==> src/rtl/hdmi_pll_seq.sv <==
// HDMI PLL bring-up sequencer: pulses the PLL reset, waits for a filtered lock,
// retries on timeout, and holds the pixel/serializer domains in reset until stable.
module hdmi_pll_seq #(
  parameter int unsigned RST_CYCLES   = 16,
  parameter int unsigned LOCK_FILTER  = 1024,
  parameter int unsigned LOCK_TIMEOUT = 50000,
  parameter int unsigned MAX_RETRY    = 7
) (
  input  logic       clk,
  input  logic       rst,
  input  logic       pll_lock,
  input  logic       relock_req,
  output logic       pll_reset,
  output logic       hdmi_rst,
  output logic       ready,
  output logic       fail,
  output logic [3:0] retry_cnt,
  output logic [7:0] loss_cnt
);

  typedef enum logic [2:0] {
    ST_RESET,
    ST_WAIT_LOCK,
    ST_FILTER,
    ST_RUN,
    ST_FAIL
  } state_e;

  localparam logic [15:0] RST_LAST     = 16'(RST_CYCLES - 1);
  localparam logic [15:0] FILTER_LAST  = 16'(LOCK_FILTER - 1);
  localparam logic [15:0] TIMEOUT_LAST = 16'(LOCK_TIMEOUT - 1);
  localparam logic [3:0]  RETRY_MAX    = 4'(MAX_RETRY);

  state_e      state_q, state_d;
  logic [15:0] cnt_q, cnt_d;
  logic [3:0]  retry_q, retry_d;
  logic [7:0]  loss_q, loss_d;
  logic        sync1_q, lock_s_q;
  logic        pll_reset_q, hdmi_rst_q, ready_q, fail_q;

  always_comb begin
    // NOTE: every signal written here gets a default first, otherwise a path
    // that skips an assignment would infer a latch.
    state_d = state_q;
    retry_d = retry_q;
    loss_d  = loss_q;

    if (relock_req && state_q != ST_RESET) begin
      state_d = ST_RESET;
      retry_d = '0;
    end else begin
      unique case (state_q)
        ST_RESET: begin
          if (cnt_q == RST_LAST) state_d = ST_WAIT_LOCK;
        end
        ST_WAIT_LOCK: begin
          if (lock_s_q) begin
            state_d = ST_FILTER;
          end else if (cnt_q == TIMEOUT_LAST) begin
            if (retry_q == RETRY_MAX) begin
              state_d = ST_FAIL;
            end else begin
              state_d = ST_RESET;
              retry_d = retry_q + 4'd1;
            end
          end
        end
        ST_FILTER: begin
          if (!lock_s_q) begin
            state_d = ST_WAIT_LOCK;
          end else if (cnt_q == FILTER_LAST) begin
            state_d = ST_RUN;
            retry_d = '0;
          end
        end
        ST_RUN: begin
          if (!lock_s_q) begin
            state_d = ST_RESET;
            if (loss_q != 8'hFF) loss_d = loss_q + 8'd1;
          end
        end
        default: state_d = state_q;
      endcase
    end

    // Counting states always leave at their terminal count, so cnt cannot wrap.
    if (state_d != state_q) begin
      cnt_d = '0;
    end else if (state_q == ST_RESET || state_q == ST_WAIT_LOCK || state_q == ST_FILTER) begin
      cnt_d = cnt_q + 16'd1;
    end else begin
      cnt_d = cnt_q;
    end
  end

  // NOTE: sequential state uses non-blocking assignments so every flop samples
  // the pre-edge values, independent of statement order.
  always_ff @(posedge clk or posedge rst) begin
    if (rst) begin
      state_q     <= ST_RESET;
      cnt_q       <= '0;
      retry_q     <= '0;
      loss_q      <= '0;
      sync1_q     <= 1'b0;
      lock_s_q    <= 1'b0;
      pll_reset_q <= 1'b1;
      hdmi_rst_q  <= 1'b1;
      ready_q     <= 1'b0;
      fail_q      <= 1'b0;
    end else begin
      state_q     <= state_d;
      cnt_q       <= cnt_d;
      retry_q     <= retry_d;
      loss_q      <= loss_d;
      sync1_q     <= pll_lock;
      lock_s_q    <= sync1_q;
      // Outputs are decoded from the next state so they line up with state_q.
      pll_reset_q <= (state_d == ST_RESET) || (state_d == ST_FAIL);
      hdmi_rst_q  <= (state_d != ST_RUN);
      ready_q     <= (state_d == ST_RUN);
      fail_q      <= (state_d == ST_FAIL);
    end
  end

  assign pll_reset = pll_reset_q;
  assign hdmi_rst  = hdmi_rst_q;
  assign ready     = ready_q;
  assign fail      = fail_q;
  assign retry_cnt = retry_q;
  assign loss_cnt  = loss_q;

endmodule

==> config.mk <==
export PLATFORM = sky130hd
export DESIGN_NAME = hdmi_pll_seq
export DESIGN_NICKNAME = d
export VERILOG_FILES = /design/src/rtl/hdmi_pll_seq.sv
export SDC_FILE = /design/constraint.sdc
export NUM_CORES = 1
export LEC_CHECK = 0
export ABC_AREA = 1
export CORE_MARGIN = 2
export CORE_UTILIZATION = 50
export DETAILED_ROUTE_END_ITERATION = 16
export GPL_TIMING_DRIVEN = 0
export HOLD_SLACK_MARGIN = 0.06
export PLACE_DENSITY = 0.76
export SYNTH_ARGS = -nofsm -noshare
export SYNTH_HDL_FRONTEND = slang
export SYNTH_SLANG_ARGS = --single-unit
==> constraint.sdc <==
create_clock -name clk -period 1.66 [get_ports clk]
set_input_delay 0.332 -clock clk [delete_from_list [all_inputs] [get_ports clk]]
set_output_delay 0.332 -clock clk [all_outputs]
set_load 0.05 [all_outputs]
==> out/qor.txt, run 1 <==
status = finished with violations
violated checks = setup timing
combinational power share = 0.365
Distinct cells, synth = 25
Psw = 1.08 mW
min Tclk post-route = 1.74 ns
fin crit share = 1.05
crit path DAT = 1.92 ns
top post-synthesis cells by area = dfrtp_1, nor2_1, nand2_1, xor2_1, inv_1
drt pass-1 iters = 4
PD cells = 1180 nW/um2
worst-path cell chain = ha_4, nand3_4, nor2_4, nand2_1, nand2_1, nand3_2, nand2_2, nand2_2, nand3_4, buf_6, nor2_1
Buffers on Ports = 19
drt drc = 0
share of cells above drive strength 1 = 0.250
Die Area = 4380 um2
CTS Buf Count = 5
syn avg cell area = 8.12 um2
root cell of the clock tree = clkbuf_8
H-tree level count = 2
worst-path fanout max = 10
initial antenna violation count = 0
total chip power = 3.00 mW
CTS Hold Bufs = 0
top_reg_cell synth = dfrtp_1
Row Count = 22
chip width = 66.2 um
clock share of power = 0.258
Mapped Cells = 238
DP HPWL = 2660 um
Post-synth EDFFs = 0
global placer's final weighted congestion = 0.828
synth cell count leaders = nor2_1, nand2_1, dfrtp_1
final setup vio count = 16
Yosys top cell by area = dfrtp_1
final hold vios = 0
gr ovfl total = 0
Post-DRT Antenna Nets = 0
Ys Warns = 0
Crit path largest cell delay = 0.44 ns
fin worst setup slack = -0.0824 ns
startpoint types = register
cell internal pwr = 1.92 mW
Sink Count = 37
CP endpoint kind = register
Layout area overhead = 31.3%
first-pass GRT wire length = 6860 um
die height = 66.2 um
syn nets = 245
final wirelength = 4080 um
leak pwr = 1.26 nW
dpl cells = 306
worst slew pin tran = 0.768 ns
cell area after synthesis = 1930 um2
maximum VDD drop = 0.888 mV
fraction of power consumed by sequential logic = 0.377
Max Clk Rate = 0.574 GHz
core area = 3690 um2
# nets final = 282
vias in the first global route = 1562
total track usage = 0.208
sequential-to-total area share from yosys stat = 0.481
Yosys reg bits = 37
most frequent cell after synthesis = nor2_1
ANT cells = 0
Worst Skew = 0.00668 ns
Async S/R FF share, synth = 1.00
Final Core Density = 0.688
HP Class = reg2reg
CTS clk-pin slew, worst paths = 0.07 ns
FILL cells = 301
max-slew violation count = 0
sw frac = 0.360
vias after detailed routing = 1646
io pins = 20
largest net degree at the start of global routing = 22
CP max stage cell = dfrtp_1
WL/cell = 12.6 um
CP Class = reg2reg
RSZ-0062 raised after global routing = true
Crit path required time = 1.84 ns
initial DRC count = 108
post-DR vias/cell = 5.08
CTS tree = yes
clk_lat worst skew = 0.29 ns
worst reg2reg path startpoint = cnt_q[0]
Hold Crit Start = sync1_q
Rel. slew slack = 0.487
Synth top area share = 0.453
crit path launch = cnt_q[0]
Max Root-Sink Buffers = 2
Initial Utilization = 0.524
max cap viols = 0
non-filler cells, final = 324
## flip-flops by register name, indices dropped and copies added (netlist names), 3 cells and up
register / flops
loss_cnt: 8
cnt_q: 16
state_q: 3
retry_cnt: 4
## worst max-delay path: cells and delay by family (launching register included)
kind                     cells  cell delay, ns
AND/OR/NAND/NOR              9            0.85
flip-flops                   1            0.44
adder cells (fa/ha/maj)      1            0.18
buffers and inverters        1            0.14
## routing by layer
layer / vias to the layer above / global-route usage / wire length, um
met3: 8 / 0.0630 / 205
met2: 39 / 0.349 / 2020
met4: 0 / 0.0714 / 72
met1: 779 / 0.254 / 1780
met5: - / 0 / 0
li1: 820 / - / -
## power groups by stage
| stage | clock network, mW | logic [mW] | registers, mW |
|---|---|---|---|
| after floorplan | 0 | 0.541 | 1.18 |
| after global placement | 0 | 0.757 | 1.12 |
| after detailed placement | 0 | 0.799 | 1.12 |
| after CTS | 0.786 | 0.954 | 1.12 |
| after global routing | 0.827 | 1.21 | 1.14 |
| final | 0.773 | 1.09 | 1.13 |
## worst paths after layout
check	endpoint	slack, ns	cells after the start
worst min-delay path	lock_s_q	0.35	0
worst max-delay path	cnt_q[3]	-0.08	11
max in group asynchronous	hdmi_rst	0.54	3
worst min register to register	lock_s_q	0.35	0
min in group asynchronous	loss_cnt[2]	0.48	2
worst max register to register	cnt_q[3]	-0.08	11
## layout make-up
class | instances | area (um2) | share of cell area
repair buffers | 30 | 269 | 0.106
inverters | 33 | 124 | 0.0488
clock inverters | 2 | 38.8 | 0.0153
well taps | 48 | 60.1 | 0.0237
flip-flops and latches | 37 | 933 | 0.368
multi-input cells | 167 | 1030 | 0.405
plain buffers | 1 | 11.3 | 0.00444
clock buffers | 6 | 72.6 | 0.0286
## stage by stage
step           worst slack [ns]  hold WS [ns]  instance area [um2]  setup TNS, ns
5_1_grt                  -0.208         0.361                 2540          -3.34
3_5_place_dp             -0.168         0.340                 2230          -1.80
2_1_floorplan           -0.0348         0.331                 1950        -0.0348
3_3_place_gp             -0.421         0.334                 2200         -12.95
4_1_cts                 0.00641         0.358                 2430              0
6_report                -0.0824         0.354                 2540          -1.09
## what timing repair did
item                       in CTS  in global routing
hold endpoints to repair        0                  0
cloned                          0                  0
gates resized for setup        32                 28
pin swaps                       5                  4
setup endpoints to repair      35                 27
buffers inserted                7                  3
## cell usage in the layout (no fill, tap or decap), drive strengths merged, types with 7 or more instances in the layout
master | Yosys | layout
dlygate4sd2 | 0 | 14
clkbuf | 0 | 8
buf | 1 | 12
nand3 | 22 | 22
inv | 33 | 33
nor3 | 7 | 7
xor2 | 14 | 14
dfrtp | 35 | 35
nand2 | 42 | 42
nor2 | 57 | 57
## cells by family (layout without fill, tap and decap cells)
group,count (synthesis),after routing,share of synthesized area
simple gates,133,133,0.307
flops,37,37,0.481
buf+inv,34,72,0.0699
xor+xnor,18,18,0.0816
compound gates,11,11,0.0304
fa+ha+maj,3,3,0.0194
mux,2,2,0.0110
No activity file was read; power rests on OpenSTA's default activity.
==> run 2: changes to the inputs <==
--- a/config.mk
+++ b/config.mk
@@ -9,6 +9,7 @@
 export CORE_MARGIN = 2
 export CORE_UTILIZATION = 50
 export DETAILED_ROUTE_END_ITERATION = 16
+export GPL_ROUTABILITY_DRIVEN = 1
 export GPL_TIMING_DRIVEN = 0
 export HOLD_SLACK_MARGIN = 0.06
 export PLACE_DENSITY = 0.76
==> results of run 2 <==
No change in the layout: final DEF, timing and power equal those of run 1.
==> run 3: changes to the inputs <==
==> config.mk (replaced) <==
export PLATFORM = sky130hd
export DESIGN_NAME = hdmi_pll_seq
export DESIGN_NICKNAME = d
export VERILOG_FILES = /design/src/rtl/hdmi_pll_seq.sv
export SDC_FILE = /design/constraint.sdc
export NUM_CORES = 1
export LEC_CHECK = 0
export ABC_AREA = 0
export CORE_MARGIN = 2
export CORE_UTILIZATION = 56
export DETAILED_ROUTE_END_ITERATION = 16
export GPL_ROUTABILITY_DRIVEN = 1
export GPL_TIMING_DRIVEN = 0
export HOLD_SLACK_MARGIN = 0.06
export PLACE_DENSITY = 0.81
export SETUP_SLACK_MARGIN = 0.2
export SYNTH_ARGS = -nofsm -noshare
export SYNTH_HDL_FRONTEND = slang
export SYNTH_SLANG_ARGS = --single-unit
==> constraint.sdc (replaced) <==
create_clock -name clk -period 2.05 [get_ports clk]
set_input_delay 0.41 -clock clk [delete_from_list [all_inputs] [get_ports clk]]
set_output_delay 0.41 -clock clk [all_outputs]
set_load 0.05 [all_outputs]
==> out/qor.txt, run 3 <==
status = finished, final reports clean
# nets final = 253 (-10%)
total length of routed met3 wires = 200 um (-2.4%)
Worst Skew = 0.0130 ns (+0.00628 ns)
Buffers on Ports = 18 (-1)
min Tclk post-route = 1.92 ns (+0.178 ns)
Row Count = 21 (-4.5%)
synth cell count leaders = dfrtp_1, nor2_1, nand3_1, xnor2_1, nand2_1
Reg with most FFs = cnt_q
initial DRC count = 95 (-12%)
vias in the first global route = 1639 (+4.9%)
post-DR vias/cell = 5.92 (+17%)
maximum VDD drop = 0.767 mV (-14%)
Initial Utilization = 0.592 (+0.0686)
leak pwr = 1.28 nW (+1.2%)
Max Clk Rate = 0.521 GHz (-9.3%)
drt pass-1 iters = 4 (unchanged)
Post-DRT Antenna Nets = 0 (unchanged)
CTS Buf Count = 5 (unchanged)
final setup vio count = 0 (-16)
pre-CTS setup slack = -0.0908 ns (+0.0771 ns)
worst slew pin tran = 0.777 ns (+0.00924 ns)
RSZ-0062 raised after global routing = true
total track usage = 0.247 (+0.0387)
CTS tree = yes
CP Class = reg2reg
die height = 64.1 um (-3.1%)
WL/cell = 17.3 um (+38%)
post-route cell area = 2690 um2 (+5.8%)
startpoint types = register
Rel. slew slack = 0.481 (-0.00635)
largest net degree at the start of global routing = 38 (+73%)
Post-synth EDFFs = 0 (unchanged)
syn avg cell area = 10.3 um2 (+27%)
reg2reg end = cnt_q[7]
final wirelength = 5080 um (+25%)
most frequent cell after synthesis = dfrtp_1
HP Class = reg2reg
CTS Hold Bufs = 0 (unchanged)
DR top layer = met4
fin crit share = 0.937 (-0.113)
most common cell after layout, fill and taps aside = dfrtp_1
PD cells = 831 nW/um2 (-30%)
total chip power = 2.23 mW (-26%)
first-pass GRT wire length = 7770 um (+13%)
WHS = 0.367 ns (+0.0134 ns)
area post-placement = 2260 um2 (+1.5%)
syn nets = 204 (-17%)
core area = 3420 um2 (-7.4%)
Hold Crit Start = sync1_q
Layout area overhead = 32.7%
leading cell types in the layout, fill and taps excluded = dfrtp_1, buf_4, nand3_1, xnor2_1, dlygate4sd2_1
final hold vios = 0 (unchanged)
max reg flops = 16 (unchanged)
cell area after synthesis = 2020 um2 (+4.7%)
reg2reg path depth = 8 (-3)
chip width = 64.1 um (-3.1%)
r2r setup slk = 0.13 ns (+0.21 ns)
Crit path required time = 2.30 ns (+0.46 ns)
ANT cells = 0 (unchanged)
initial antenna violation count = 0 (unchanged)
gr ovfl total = 0 (unchanged)
max cap viols = 0 (unchanged)
Synth top area share = 0.433 (-0.0205)
root cell of the clock tree = clkbuf_4
crit path DAT = 2.17 ns (+0.25 ns)
sequential-to-total area share from yosys stat = 0.459 (-0.0217)
Yosys top cell by area = dfrtp_1
hold endpoint = lock_s_q
worst-path fanout max = 8 (-2)
top post-synthesis cells by area = dfrtp_1, xnor2_1, xor2_1, nor2_1, nand3_1
drt drc = 0 (unchanged)
share of cells above drive strength 1 = 0.324 (+0.0739)
top_reg_cell synth = dfrtp_1
vias after detailed routing = 1735 (+5.4%)
CTS clk-pin slew, worst paths = 0.11 ns (+0.04 ns)
worst reg2reg path startpoint = cnt_q[4]
Die Area = 4110 um2 (-6.1%)
met1 wire length = 2140 um (+20%)
Max Root-Sink Buffers = 2 (unchanged)
clk_lat worst skew = 0.36 ns (+0.07 ns)
Yosys reg bits = 37 (unchanged)
Async S/R FF share, synth = 1.00 (unchanged)
Distinct cells, synth = 47 (+88%)
Setup TNS = 0 ns (+1.09 ns)
DP HPWL = 2970 um (+11%)
global placer's final weighted congestion = 0.913 (+10%)
max-slew violation count = 0 (unchanged)
CP endpoint kind = register
Sink Count = 37 (unchanged)
Ys Warns = 0 (unchanged)
Mapped Cells = 197 (-17%)
fin worst setup slack = 0.130 ns (+0.212 ns)
hold depth = 0 (unchanged)
met2 wire len = 2610 um (+30%)
H-tree level count = 2 (unchanged)
io pins = 20 (unchanged)
-- run 3: changes by cell type after synthesis, moves of 4 or more --
cell / change
nor2_1: -36
inv_1: -27
nand2_1: -26
xnor2_1: +10
and3_1: +5
nand3_1: -5
and4_1: +4
buf_6: +4
nor3_1: +4
xor2_1: -4
-- run 3: metrics by stage --
stage,util,instances
after CTS,0.723,282
after detailed placement,0.663,261
after global routing,0.786,293
after global placement,0.663,261
final,0.786,293
after floorplan,-,197
-- run 3: per-layer routing --
layer | global-route usage | up-vias
met1 | 0.307 | 855
met5 | 0 | -
li1 | - | 810
met4 | 0.0957 | 0
met2 | 0.424 | 55
met3 | 0.0475 | 15
-- run 3: cell families (layout without fill, tap and decap cells) --
| family | Yosys count | in the layout | share of synthesized area |
|---|---|---|---|
| DFF | 37 | 37 | 0.459 |
| muxes | 3 | 3 | 0.0155 |
| and+or+nand+nor | 96 | 96 | 0.291 |
| AOI/OAI and AO/OA | 22 | 22 | 0.0686 |
| xor gates and xnor gates | 24 | 24 | 0.104 |
| adders and majority gates | 3 | 3 | 0.0186 |
| buffers and inverters | 12 | 62 | 0.0433 |
-- run 3: final cells by class --
cell class,instances,area (um2)
Clock buffer,6,41.3
Clock inverter,2,10.0
Buffer,8,83.8
Inverter,4,15.0
Multi-Input combinational cell,148,1180
Sequential cell,37,932
Fill cell,210,731
Tap cell,46,57.6
Timing Repair Buffer,42,360
-- run 3: critical path, stage by stage (launching register included) --
cell and delay, ns:
dfrtp_1 0.48, nor3_4 0.29, nand4_1 0.19, buf_4 0.19, nor4_4 0.15, nand2b_4 0.18
buf_8 0.13, clkbuf_16 0.15, nor2_2 0.04
-- run 3: power breakdown --
group          internal, mW  switching (mW)  total, mW
logic                 0.438           0.463      0.901
clock network         0.131           0.248      0.379
registers             0.834           0.117      0.951
total                  1.40           0.828       2.23
-- run 3: timing repair --
item	in CTS	in global routing
resized for setup	31	25
endpoints found under the setup margin	39	23
setup buffers	13	10
gates cloned	0	1
pin swaps	9	9
-- run 3: worst max-delay path by stage --
| stage | start | endpoint | slack, ns | depth (start not counted) |
|---|---|---|---|---|
| 2_1_floorplan | retry_cnt[0] | retry_cnt[3] | 0.23 | 6 |
| 3_3_place_gp | rst | retry_cnt[1] | -0.02 | 2 |
| 3_5_place_dp | rst | retry_cnt[1] | -0.09 | 2 |
| 4_1_cts | hdmi_rst | hdmi_rst | 0.19 | 1 |
| 5_1_grt | cnt_q[4] | cnt_q[11] | 0.07 | 8 |
| 6_report | cnt_q[4] | cnt_q[7] | 0.13 | 8 |
